### config.mk
export PLATFORM = sky130hd
export DESIGN_NAME = layer_loader_seq
export DESIGN_NICKNAME = d
export VERILOG_FILES = /design/src/rtl/layer_loader_seq.sv
export SDC_FILE = /design/constraint.sdc
export NUM_CORES = 1
export LEC_CHECK = 0
export CORE_MARGIN = 5
export CORE_UTILIZATION = 35
export CTS_CLUSTER_DIAMETER = 80
export DETAILED_ROUTE_END_ITERATION = 8
export GPL_TIMING_DRIVEN = 0
export MAX_ROUTING_LAYER = met4
export PLACE_DENSITY = 0.65
export SYNTH_ARGS = -nofsm -noshare
export SYNTH_HDL_FRONTEND = slang
export SYNTH_SLANG_ARGS = --single-unit
### constraint.sdc
create_clock -name clk -period 1.8 [get_ports clk]
set_clock_uncertainty 0.05 [all_clocks]
set_input_delay 0.27 -clock clk [delete_from_list [all_inputs] [get_ports clk]]
set_output_delay 0.27 -clock clk [all_outputs]
set_load 0.02 [all_outputs]
### src/rtl/layer_loader_seq.sv
// rtl/layer_loader_seq.sv - weight loader and inference sequencer for one FRDN layer
// Streams NEURONS*(INPUTS+1) words into the layer, then runs start/done passes under a watchdog.
module layer_loader_seq #(
    parameter int INPUTS  = 400,
    parameter int NEURONS = 15,
    parameter int TIMEOUT = 65535,
    localparam int NW = (NEURONS > 1) ? $clog2(NEURONS) : 1,
    localparam int WW = $clog2(INPUTS + 1),
    localparam int TW = $clog2(TIMEOUT)
) (
    input  logic          clk,
    input  logic          rst_n,
    input  logic          i_cfg_start,
    input  logic          i_in_valid,
    input  logic [63:0]   i_in_data,
    output logic          o_in_ready,
    input  logic          i_run,
    output logic          o_layer_write_weight,
    output logic [NW-1:0] o_layer_neuron_sel,
    output logic [WW-1:0] o_layer_weight_sel,
    output logic [63:0]   o_layer_weight_bus,
    output logic          o_layer_start,
    input  logic          i_layer_done,
    output logic          o_loaded,
    output logic          o_busy,
    output logic          o_run_done,
    output logic          o_err
);

    localparam logic [2:0] S_IDLE  = 3'd0;
    localparam logic [2:0] S_LOAD  = 3'd1;
    localparam logic [2:0] S_START = 3'd2;
    localparam logic [2:0] S_WAIT  = 3'd3;
    localparam logic [2:0] S_DONE  = 3'd4;

    localparam logic [WW-1:0] W_LAST = WW'(INPUTS);
    localparam logic [NW-1:0] N_LAST = NW'(NEURONS - 1);
    localparam logic [TW-1:0] T_LAST = TW'(TIMEOUT - 1);

    logic [2:0]    r_state;
    logic [NW-1:0] r_nsel;
    logic [WW-1:0] r_wsel;
    logic [TW-1:0] r_wd;
    logic          r_loaded;
    logic          r_we;
    logic [NW-1:0] r_nsel_out;
    logic [WW-1:0] r_wsel_out;
    logic [63:0]   r_bus;
    logic          r_err;
    logic          w_timeout;

    // Timeout error is flagged in the last watchdog cycle itself, so it lands TIMEOUT cycles after start.
    assign w_timeout = (r_state == S_WAIT) && !i_layer_done && (r_wd == T_LAST);

    assign o_in_ready           = (r_state == S_LOAD);
    assign o_layer_start        = (r_state == S_START);
    assign o_run_done           = (r_state == S_DONE);
    assign o_busy               = (r_state != S_IDLE);
    assign o_loaded             = r_loaded;
    assign o_layer_write_weight = r_we;
    assign o_layer_neuron_sel   = r_nsel_out;
    assign o_layer_weight_sel   = r_wsel_out;
    assign o_layer_weight_bus   = r_bus;
    assign o_err                = r_err | w_timeout;

    always_ff @(posedge clk or negedge rst_n) begin
        if (!rst_n) begin
            r_state    <= S_IDLE;
            r_nsel     <= '0;
            r_wsel     <= '0;
            r_wd       <= '0;
            r_loaded   <= 1'b0;
            r_we       <= 1'b0;
            r_nsel_out <= '0;
            r_wsel_out <= '0;
            r_bus      <= '0;
            r_err      <= 1'b0;
        end else begin
            r_we  <= 1'b0;
            r_err <= 1'b0;
            case (r_state)
                S_IDLE: begin
                    if (i_cfg_start) begin
                        r_state  <= S_LOAD;
                        r_loaded <= 1'b0;
                        r_nsel   <= '0;
                        r_wsel   <= '0;
                    end else if (i_run) begin
                        if (r_loaded) r_state <= S_START;
                        else          r_err   <= 1'b1;
                    end
                end
                S_LOAD: begin
                    if (i_in_valid) begin
                        r_we       <= 1'b1;
                        r_bus      <= i_in_data;
                        r_nsel_out <= r_nsel;
                        r_wsel_out <= r_wsel;
                        if (r_wsel == W_LAST) begin
                            r_wsel <= '0;
                            if (r_nsel == N_LAST) begin
                                r_nsel   <= '0;
                                r_state  <= S_IDLE;
                                r_loaded <= 1'b1;
                            end else begin
                                r_nsel <= r_nsel + 1'b1;
                            end
                        end else begin
                            r_wsel <= r_wsel + 1'b1;
                        end
                    end
                end
                S_START: begin
                    r_wd    <= '0;
                    r_state <= S_WAIT;
                end
                S_WAIT: begin
                    if (i_layer_done)         r_state <= S_DONE;
                    else if (r_wd == T_LAST)  r_state <= S_IDLE;
                    else                      r_wd    <= r_wd + 1'b1;
                end
                S_DONE:  r_state <= S_IDLE;
                default: r_state <= S_IDLE;
            endcase
        end
    end

endmodule

# [Yosys cells after proc, flatten, opt, wreduce, memory -nomap -nowiden]
# Index checks and enable logic that the tools add are counted.
[totals] inputBits=70 wordCells=75 output_inout_bits=84 regBits=112
[op_classes] bitwise_logic=1 reduce_logical=13 n_eq_ne=16 mux=32 addsub=3
[op_table] cell="$mux 16" count=2
[op_table] cell="$pmux 16 s2" count=1
[op_table] cell="$mux 9" count=3
[op_table] cell="$mux 3" count=8
[op_table] cell="$pmux 9 s2" count=1
[op_table] cell="$add 16x1->16 const B" count=1
[op_table] cell="$eq 16x16->1 const B" count=1
[op_table] cell="$mux 4" count=4
[op_table] cell="$pmux 3 s4" count=1
[op_table] cell="$mux 1" count=10
[op_table] cell="$add 9x1->9 const B" count=1
[op_table] cell="$eq 9x9->1 const B" count=1
[op_table] cell="$ne 2x2->1 const B" count=4
[op_table] cell="$pmux 4 s2" count=1
[op_table] cell="$eq 3x2->1 const B" count=2
[op_table] cell="$ne 3x3->1 const B" count=2
[op_table] cell="$reduce_and 3->1" count=2
[op_table] cell="$reduce_and 6->1" count=1
[op_table] cell="$reduce_and 5->1" count=1
[op_table] cell="$add 4x1->4 const B" count=1
[op_table] cell="$eq 4x4->1 const B" count=1
[op_table] cell="$ne 2x1->1 const B" count=2
[op_table] cell="$reduce_and 4->1" count=1
[op_table] cell="$reduce_bool 2->1" count=2
[op_table] cell="10 further kinds" count=11

# [Depth between registers and ports, before layout]
# Gate-level depths: netlist of the first run.
[logic_depth] ltp_word=5 ltp_mapped=8 depth_no_buf=7

# [Worst setup path before layout of the first run]
# Ideal clock, no wire load.
[synth_timing] kind="register to register" from="register r_state[2]" to="register r_bus[20], in the netlist o_layer_weight_bus[20]" required_time_ps=1625 setup_slack_ps=-181 synth_period_minus_slack_ps=1981 setup_ps=125 t_arrival_ps=1806 path_stages_with_launch=9 cell_sequence="dfrtp_1 nor2_1 nand2_1 inv_1 and2_1 buf_2 buf_2 buf_4 mux2_2"
[synth_between] elab_chain_len=2
[synth_rtl] item="start: declaration" line_no="40" text="logic [2:0] r_state;"
[synth_rtl] item="start signal: assignment" line_no="68" text="r_state <= S_IDLE;"
[synth_rtl] item="start signal: assignment" line_no="84" text="r_state <= S_LOAD;"
[synth_rtl] item="start signal: assignment" line_no="89" text="if (r_loaded) r_state <= S_START;"
[synth_rtl] item="$eq 3x1->1"
[synth_rtl] item="net o_in_ready" line_no="16" text="output logic o_in_ready,"
[synth_rtl] item="$reduce_and 2->1 (no line)"
[synth_rtl] item="end signal: assignment" line_no="96" text="r_bus <= i_in_data;"
[synth_rtl] item="end: declaration" line_no="48" text="logic [63:0] r_bus;"
# The timed path passes the listed nets, and every way through them passes these cells.
# A chain may end at the register's enable or synchronous reset.

# [Worst setup path after layout of the first run]
[layout_timing] from="register r_wd[0]" to="register r_wd[3]"
[layout_between] elab_chain_len=4 elab_cells_between_ends=7
[layout_rtl] item="start: declaration" line_no="43" text="logic [TW-1:0] r_wd;"
[layout_rtl] item="start signal: assignment" line_no="120" text="else r_wd <= r_wd + 1'b1;"
[layout_rtl] item="$add 16x1->16" line_no="120"
[layout_rtl] item="$mux 16" line_no="119" text="else if (r_wd == T_LAST) r_state <= S_IDLE;"
[layout_rtl] item="$mux 16" line_no="118" text="if (i_layer_done) r_state <= S_DONE;"
[layout_rtl] item="$pmux 16 s2" line_no="81" text="case (r_state)"
# Several ways; a longest one is shown, not always the timed one. The select of a mux whose other input is x is not followed.

==> results of run 1 <==
synth_stat cells (2+ instances only):
library cell and number:
a21oi_1 7, a22o_1 5, a31oi_1 2, and2_1 5, and3_1 4, buf_2 8, buf_4 3, clkbuf_1 2
dfrtp_1 112, ha_1 6, inv_1 7, mux2_2 77, nand2_1 26, nand2b_1 3, nand3_1 10, nand4_1 9
nand4b_1 3, nor2_1 14, nor2b_1 4, nor3_1 6, nor4_1 2, nor4_2 2, o21ai_0 21, o22ai_1 2
o31ai_1 4, or4b_4 2, xnor2_1 6, xor2_1 6
area by class of cell:
cell class	count	area [um^2]	area share
clock inverters	4	51.3	0.00677
clock buffers	12	256	0.0338
inverters	7	26.3	0.00347
flip-flops and latches	112	2810	0.371
repair buffers	194	1940	0.256
multi-input cells	241	2170	0.286
well taps	176	220	0.0290
plain buffers	10	106	0.0140
worst max-delay path by stage:
stage | start | to | slack [ns] | cells after the start
after floorplan | r_wd[0] | r_wd[1] | -0.1 | 8
after global placement | rst_n | o_layer_weight_bus[9] | -3.93 | 1
after detailed placement | r_wd[0] | o_err | -0.85 | 6
after CTS | r_wd[0] | o_err | -0.34 | 6
after global routing | r_wd[0] | r_wd[11] | -0.36 | 8
final | r_wd[0] | r_wd[3] | -0.27 | 8
stage by stage:
stage                     cells  power (uW)  hold WS [ns]  setup WS, ns
final                       756        6360         0.352        -0.272
after global routing        756        6650         0.393        -0.360
after CTS                   741        6410         0.350        -0.336
after global placement      703        4240         0.434         -3.93
after floorplan             374        3530       -0.0756       -0.0960
after detailed placement    704        4280         0.155        -0.851
logic make-up after synthesis:
family	count (synthesis)
compound gates	46
xor+xnor	12
fa+ha+maj	6
buf+inv	21
flops	112
mux	78
simple gates	99
critical path: cells and delay by family, from the launching register on:
kind            cells  cell delay (ns)
simple gates        3             0.87
xor+xnor            1             0.07
fa+ha+maj           1             0.11
flops               1             0.41
compound gates      1             0.18
buf+inv             2             0.25
metal layers:
layer | part of all wire | global-route usage
met3 | 0.045 | 0.0217
met2 | 0.50 | 0.249
met5 | 0 | -
met4 | 0.020 | 0.0599
met1 | 0.44 | 0.195
power groups by stage:
stage	combinational (uW)	sequential (uW)	clock [uW]
2_1_floorplan	321	3210	0
3_3_place_gp	1260	2980	0
3_5_place_dp	1280	3000	0
4_1_cts	1330	2930	2140
5_1_grt	1450	2970	2240
6_report	1360	2930	2070
sequential cells by signal, summed over array words and instances (netlist names):
name,flops
o_layer_weight_bus,64
r_wd,16
o_layer_weight_sel,9
r_wsel,9
o_layer_neuron_sel,4
r_nsel,4
r_state,3
o_layer_write_weight,1
o_loaded,1
r_err,1
layout by cell type, fill, tap and decap left out, types with 6 or more instances in the layout:
| cell | netlist | layout |
|---|---|---|
| buf_4 | 3 | 36 |
| buf_6 | 1 | 8 |
| clkbuf_16 | 0 | 11 |
| clkdlybuf4s50_1 | 0 | 147 |
| dfrtp_1 | 112 | 107 |
| mux2_2 | 77 | 77 |
| nand2_1 | 26 | 22 |
| nand3_1 | 10 | 9 |
| nand4_1 | 9 | 9 |
| nor2_1 | 14 | 10 |
| o21ai_1 | 0 | 10 |
| o21ai_2 | 1 | 6 |
| xnor2_1 | 6 | 6 |
| xor2_1 | 6 | 6 |
timing repair:
| action | in CTS | in global routing |
|---|---|---|
| cloned | 0 | 2 |
| buffers inserted | 22 | 18 |
| endpoints found under the hold margin | 37 | 0 |
| gates resized for setup | 56 | 63 |
| endpoints found under the setup margin | 111 | 111 |
| hold buffers | 1 | 0 |
| pin swaps | 16 | 29 |
==> flow_metrics.env, run 1 <==
export IMPL_cts_root_buffer="clkbuf_16"
export IMPL_gp_congestion=0.816
export IMPL_synth_edf_count=0
export IMPL_grt_overflow=0
export IMPL_grt_pass1_vias=3747
export IMPL_synthMuxAreaShare=0.183
export IMPL_cts_buffer_depth=2
export IMPL_num_vias=3697
export IMPL_p_sw_uw=1680
export IMPL_areaGrowthSynthToFinish_pct=57.9
export IMPL_synthAdderAreaFrac=0.0156
export IMPL_powerDensity_nw_per_um2=839
export IMPL_dieArea_um2=16200
export IMPL_start_util=0.360
export IMPL_p_comb_frac=0.214
export IMPL_worstSetupStartpointType="register"
export IMPL_drive_gt1_frac=0.345
export IMPL_setup_viol=27
export IMPL_dp_hpwl_mm=8.38
export IMPL_synth_distinct_cells=44
export IMPL_fin_area_um2=7580
export IMPL_max_freq_mhz=483
export IMPL_path_cells="inv_2 -> ha_4 -> nand4_1 -> buf_4 -> or4_4 -> nand3_1 -> xnor2_1 -> a22o_1"
export IMPL_relSlewSlack=0.551
export IMPL_swShare=0.265
export IMPL_hold_viol_final=0
export IMPL_min_period_ns=2.07
export IMPL_syn_inst=374
export IMPL_reg2reg_from="r_wd[0]"
export IMPL_syn_nets=450
export IMPL_p_clk_frac=0.326
export IMPL_drcViolationCount=0
export IMPL_antenna_found_initial=0
export IMPL_rsz0062_at_grt="yes"
export IMPL_cp_end_kind="register"
export IMPL_p_seq_frac=0.461
export IMPL_synth_top_cell_by_area="dfrtp_1"
export IMPL_critical_path_class="reg -> reg"
export IMPL_drt_iter0_drc=187
export IMPL_async_reset_ff_frac=1.00
export IMPL_via_per_inst=4.89
export IMPL_maxCapViolCount=0
export IMPL_worst_slack_ns=-0.272
export IMPL_internal_power_uw=4680
export IMPL_clkTransAtPathRegs_ns=0.07
export IMPL_nets=651
export IMPL_regToRegEndpoint="r_wd[3]"
export IMPL_diodes=0
export IMPL_status="complete, but fails checks"
export IMPL_regToRegSetupSlack_ns=-0.27
export IMPL_synth_area_um2=4800
export IMPL_leakage_uw=0.00316
export IMPL_tightestPinTransition_ns=0.672
export IMPL_core_area_um2=13300
export IMPL_slowest_delay_ns=0.61
export IMPL_fin_util=0.568
export IMPL_cts_sinks=112
export IMPL_ant_nets=0
export IMPL_syn_area_per_cell_um2=12.8
export IMPL_synth_top_area_share=0.584
export IMPL_path_max_fanout=8
export IMPL_timing_final_max_slew_violations=0
export IMPL_critical_path_arrival_ns=2.25
export IMPL_reg2reg_depth=8
export IMPL_wl_mm=12.5
export IMPL_synthFlopType="dfrtp_1"
export IMPL_clk_latency_ns=0.35
export IMPL_period_share=1.15
export IMPL_die_y_um=127
export IMPL_core_rowCount=42
export IMPL_grt_pass1_wl_mm=19.4
export IMPL_yosys_warnings=0
export IMPL_violations="setup timing"
export IMPL_cts_tree="done"
export IMPL_synth_seq_area_share=0.584
export IMPL_firstDrtPassIters=4
export IMPL_synthSimpleGateAreaFrac=0.115
export IMPL_synth_area_leaders="dfrtp_1 (58%), mux2_2 (18%), o21ai_0 (2.2%)"
export IMPL_tns_ns=-4.23
export IMPL_synth_seq_cells=112
export IMPL_ios=154
export IMPL_holdCritPathClass="in -> async"
export IMPL_slowest_stage="or4_4"
export IMPL_post_drt_wl_per_cell_um=16.5
export IMPL_synth_compound_area_frac=0.0586
export IMPL_fillers=1121
export IMPL_peakVddDrop_v=0.000543
export IMPL_grt_max_degree=76
export IMPL_cp_required_ns=1.98
export IMPL_dpl_instance_area_um2=6610
export IMPL_die_x_um=127
export IMPL_grt_usage=0.153
export IMPL_htreeDepth=3
export IMPL_numCtsBuffers=9
export IMPL_synth_top_family_by_area="multiplexers"
export IMPL_synth_xor_area_frac=0.0219
export IMPL_port_buffers=153
Note: power is estimated with default switching activity, not from simulation.
==> run 2: changes to the inputs <==
--- a/config.mk
+++ b/config.mk
@@ -6,11 +6,12 @@
 export NUM_CORES = 1
 export LEC_CHECK = 0
+export CELL_PAD_IN_SITES_DETAIL_PLACEMENT = 1
+export CELL_PAD_IN_SITES_GLOBAL_PLACEMENT = 2
 export CORE_MARGIN = 5
-export CORE_UTILIZATION = 35
+export CORE_UTILIZATION = 27
 export CTS_CLUSTER_DIAMETER = 80
 export DETAILED_ROUTE_END_ITERATION = 8
-export GPL_TIMING_DRIVEN = 0
 export MAX_ROUTING_LAYER = met4
-export PLACE_DENSITY = 0.65
+export PLACE_DENSITY = 0.75
 export SYNTH_ARGS = -nofsm -noshare
 export SYNTH_HDL_FRONTEND = slang
--- a/constraint.sdc
+++ b/constraint.sdc
@@ -3,3 +3,3 @@
 set_input_delay 0.27 -clock clk [delete_from_list [all_inputs] [get_ports clk]]
 set_output_delay 0.27 -clock clk [all_outputs]
-set_load 0.02 [all_outputs]
+set_load 0.1 [all_outputs]
==> flow_metrics.env, run 2 (synthesis results as in run 1) <==
export IMPL_internal_power_uw=5120
export IMPL_antenna_found_initial=0
export IMPL_p_comb_frac=0.395
export IMPL_fin_util=0.514
export IMPL_grt_usage=0.141
export IMPL_stdcell_count=831
export IMPL_critical_path_arrival_ns=1.78
export IMPL_critical_path_class="reg -> out"
export IMPL_post_drt_wl_per_cell_um=20.0
export IMPL_dp_hpwl_mm=10.7
export IMPL_regToRegSetupSlack_ns=-0.22
export IMPL_min_period_ns=2.10
export IMPL_dieArea_um2=20500
export IMPL_via_per_inst=4.69
export IMPL_firstDrtPassIters=4
export IMPL_max_freq_mhz=477
export IMPL_peakVddDrop_v=0.000806
export IMPL_p_seq_frac=0.365
export IMPL_cts_sinks=112
export IMPL_die_y_um=143
export IMPL_path_max_fanout=2
export IMPL_ios=154
export IMPL_core_rowCount=48
export IMPL_nets=677
export IMPL_power_uw=8370
export IMPL_die_x_um=143
export IMPL_clkTransAtPathRegs_ns=0.08
export IMPL_maxCapViolCount=0
export IMPL_leakage_uw=0.00405
export IMPL_dpl_instance_area_um2=7790
export IMPL_setup_viol=78
export IMPL_violations="setup timing"
export IMPL_core_area_um2=17400
export IMPL_clk_latency_ns=0.36
export IMPL_final_common_cell="dfrtp_1"
export IMPL_swShare=0.388
export IMPL_cp_end_kind="output port"
export IMPL_drcViolationCount=0
export IMPL_grt_max_degree=46
export IMPL_numCtsBuffers=9
export IMPL_holdCritPathClass="in -> async"
export IMPL_htreeDepth=3
export IMPL_cp_required_ns=1.48
export IMPL_grt_pass1_wl_mm=22.1
export IMPL_fin_area_um2=8930
export IMPL_tightestPinTransition_ns=0.434
export IMPL_p_sw_uw=3250
export IMPL_cts_tree="done"
export IMPL_mostFrequentLayoutCells="dfrtp_1 (110), buf_12 (90), mux2_4 (73)"
export IMPL_drive_gt1_frac=0.474
export IMPL_p_clk_frac=0.240
export IMPL_hold_viol_final=0
export IMPL_dp_cells=784
export IMPL_diodes=0
export IMPL_status="complete, but fails checks"
export IMPL_areaGrowthSynthToFinish_pct=86.0
export IMPL_worstSetupStartpointType="register"
export IMPL_rsz0062_at_grt="yes"
export IMPL_num_vias=3900
export IMPL_tns_ns=-4.14
export IMPL_period_share=1.17
export IMPL_largest_register_ffs=64
export IMPL_worst_slack_ns=-0.298
export IMPL_relSlewSlack=0.708
export IMPL_ant_nets=0
export IMPL_port_buffers=153
export IMPL_gp_congestion=0.800
export IMPL_powerDensity_nw_per_um2=937
export IMPL_grt_pass1_vias=4124
export IMPL_wl_mm=16.6
export IMPL_drt_iter0_drc=167
export IMPL_timing_final_max_slew_violations=0
export IMPL_start_util=0.277
export IMPL_cts_buffer_depth=2
export IMPL_grt_overflow=0
export IMPL_cts_root_buffer="clkbuf_16"
run 2: cell count changes in the layout (fill, tap and decap cells not counted), sizes merged:
cell / delta
buf: +102
bufinv: -1
clkbuf: +1
clkdlybuf4s50: -79
clkinv: +2
clkinvlp: +1
run 2: power groups by stage:
stage	sequential [uW]	combinational [uW]	clock, uW
2_1_floorplan	4440	338	0
3_3_place_gp	3070	3060	0
3_5_place_dp	3100	3090	0
4_1_cts	3050	3090	2050
5_1_grt	3090	3400	2190
6_report	3060	3300	2010
run 2: repair_timing:
item                       4_1_cts  5_1_grt
gates resized for setup         15      105
pin swaps                        6        9
buffers inserted                 3       18
setup endpoints to repair       22      102
hold buffers                     1        0
gates cloned                     0       11
hold endpoints to repair        27        0
run 2: worst max-delay path, cell delays in order, from the launching register on:
cell	delay (ns)
dfrtp_1	0.38
inv_1	0.06
ha_1	0.13
nand4_1	0.10
buf_4	0.17
nor4_4	0.18
a31o_2	0.23
buf_12	0.17
run 2: area by class of cell:
type / count / area [um^2]
Clock buffer: 10 / 239
Sequential cell: 112 / 2810
Fill cell: 1701 / 8430
Tap cell: 225 / 282
Clock inverter: 6 / 51.3
Timing Repair Buffer: 230 / 3220
Multi-Input combinational cell: 241 / 2300
Inverter: 7 / 30.0
run 2: metrics by stage:
step	hold slack, ns	setup slack (ns)
3_5_place_dp	0.191	-0.240
2_1_floorplan	-0.0756	-0.369
3_3_place_gp	0.183	-0.173
5_1_grt	0.388	-0.407
4_1_cts	0.366	-0.330
6_report	0.371	-0.298
run 2: final timing paths:
check                           from                     end  depth (start not counted)
max in group asynchronous      rst_n  o_layer_weight_bus[14]                          3
min reg2reg                r_nsel[3]               r_nsel[3]                          2
max                          r_wd[0]                   o_err                          7
max reg2reg                  r_wd[0]                 r_wd[1]                          7
min                            rst_n                 r_wd[0]                          2
min in group clk               i_run              r_state[1]                          3
run 2: per-layer routing:
metal	GRT usage	up-vias	routed length, um
met5	-	-	0
met4	0.0461	0	207
li1	-	1799	-
met3	0.0296	14	641
met1	0.169	1997	7150
met2	0.237	90	8650
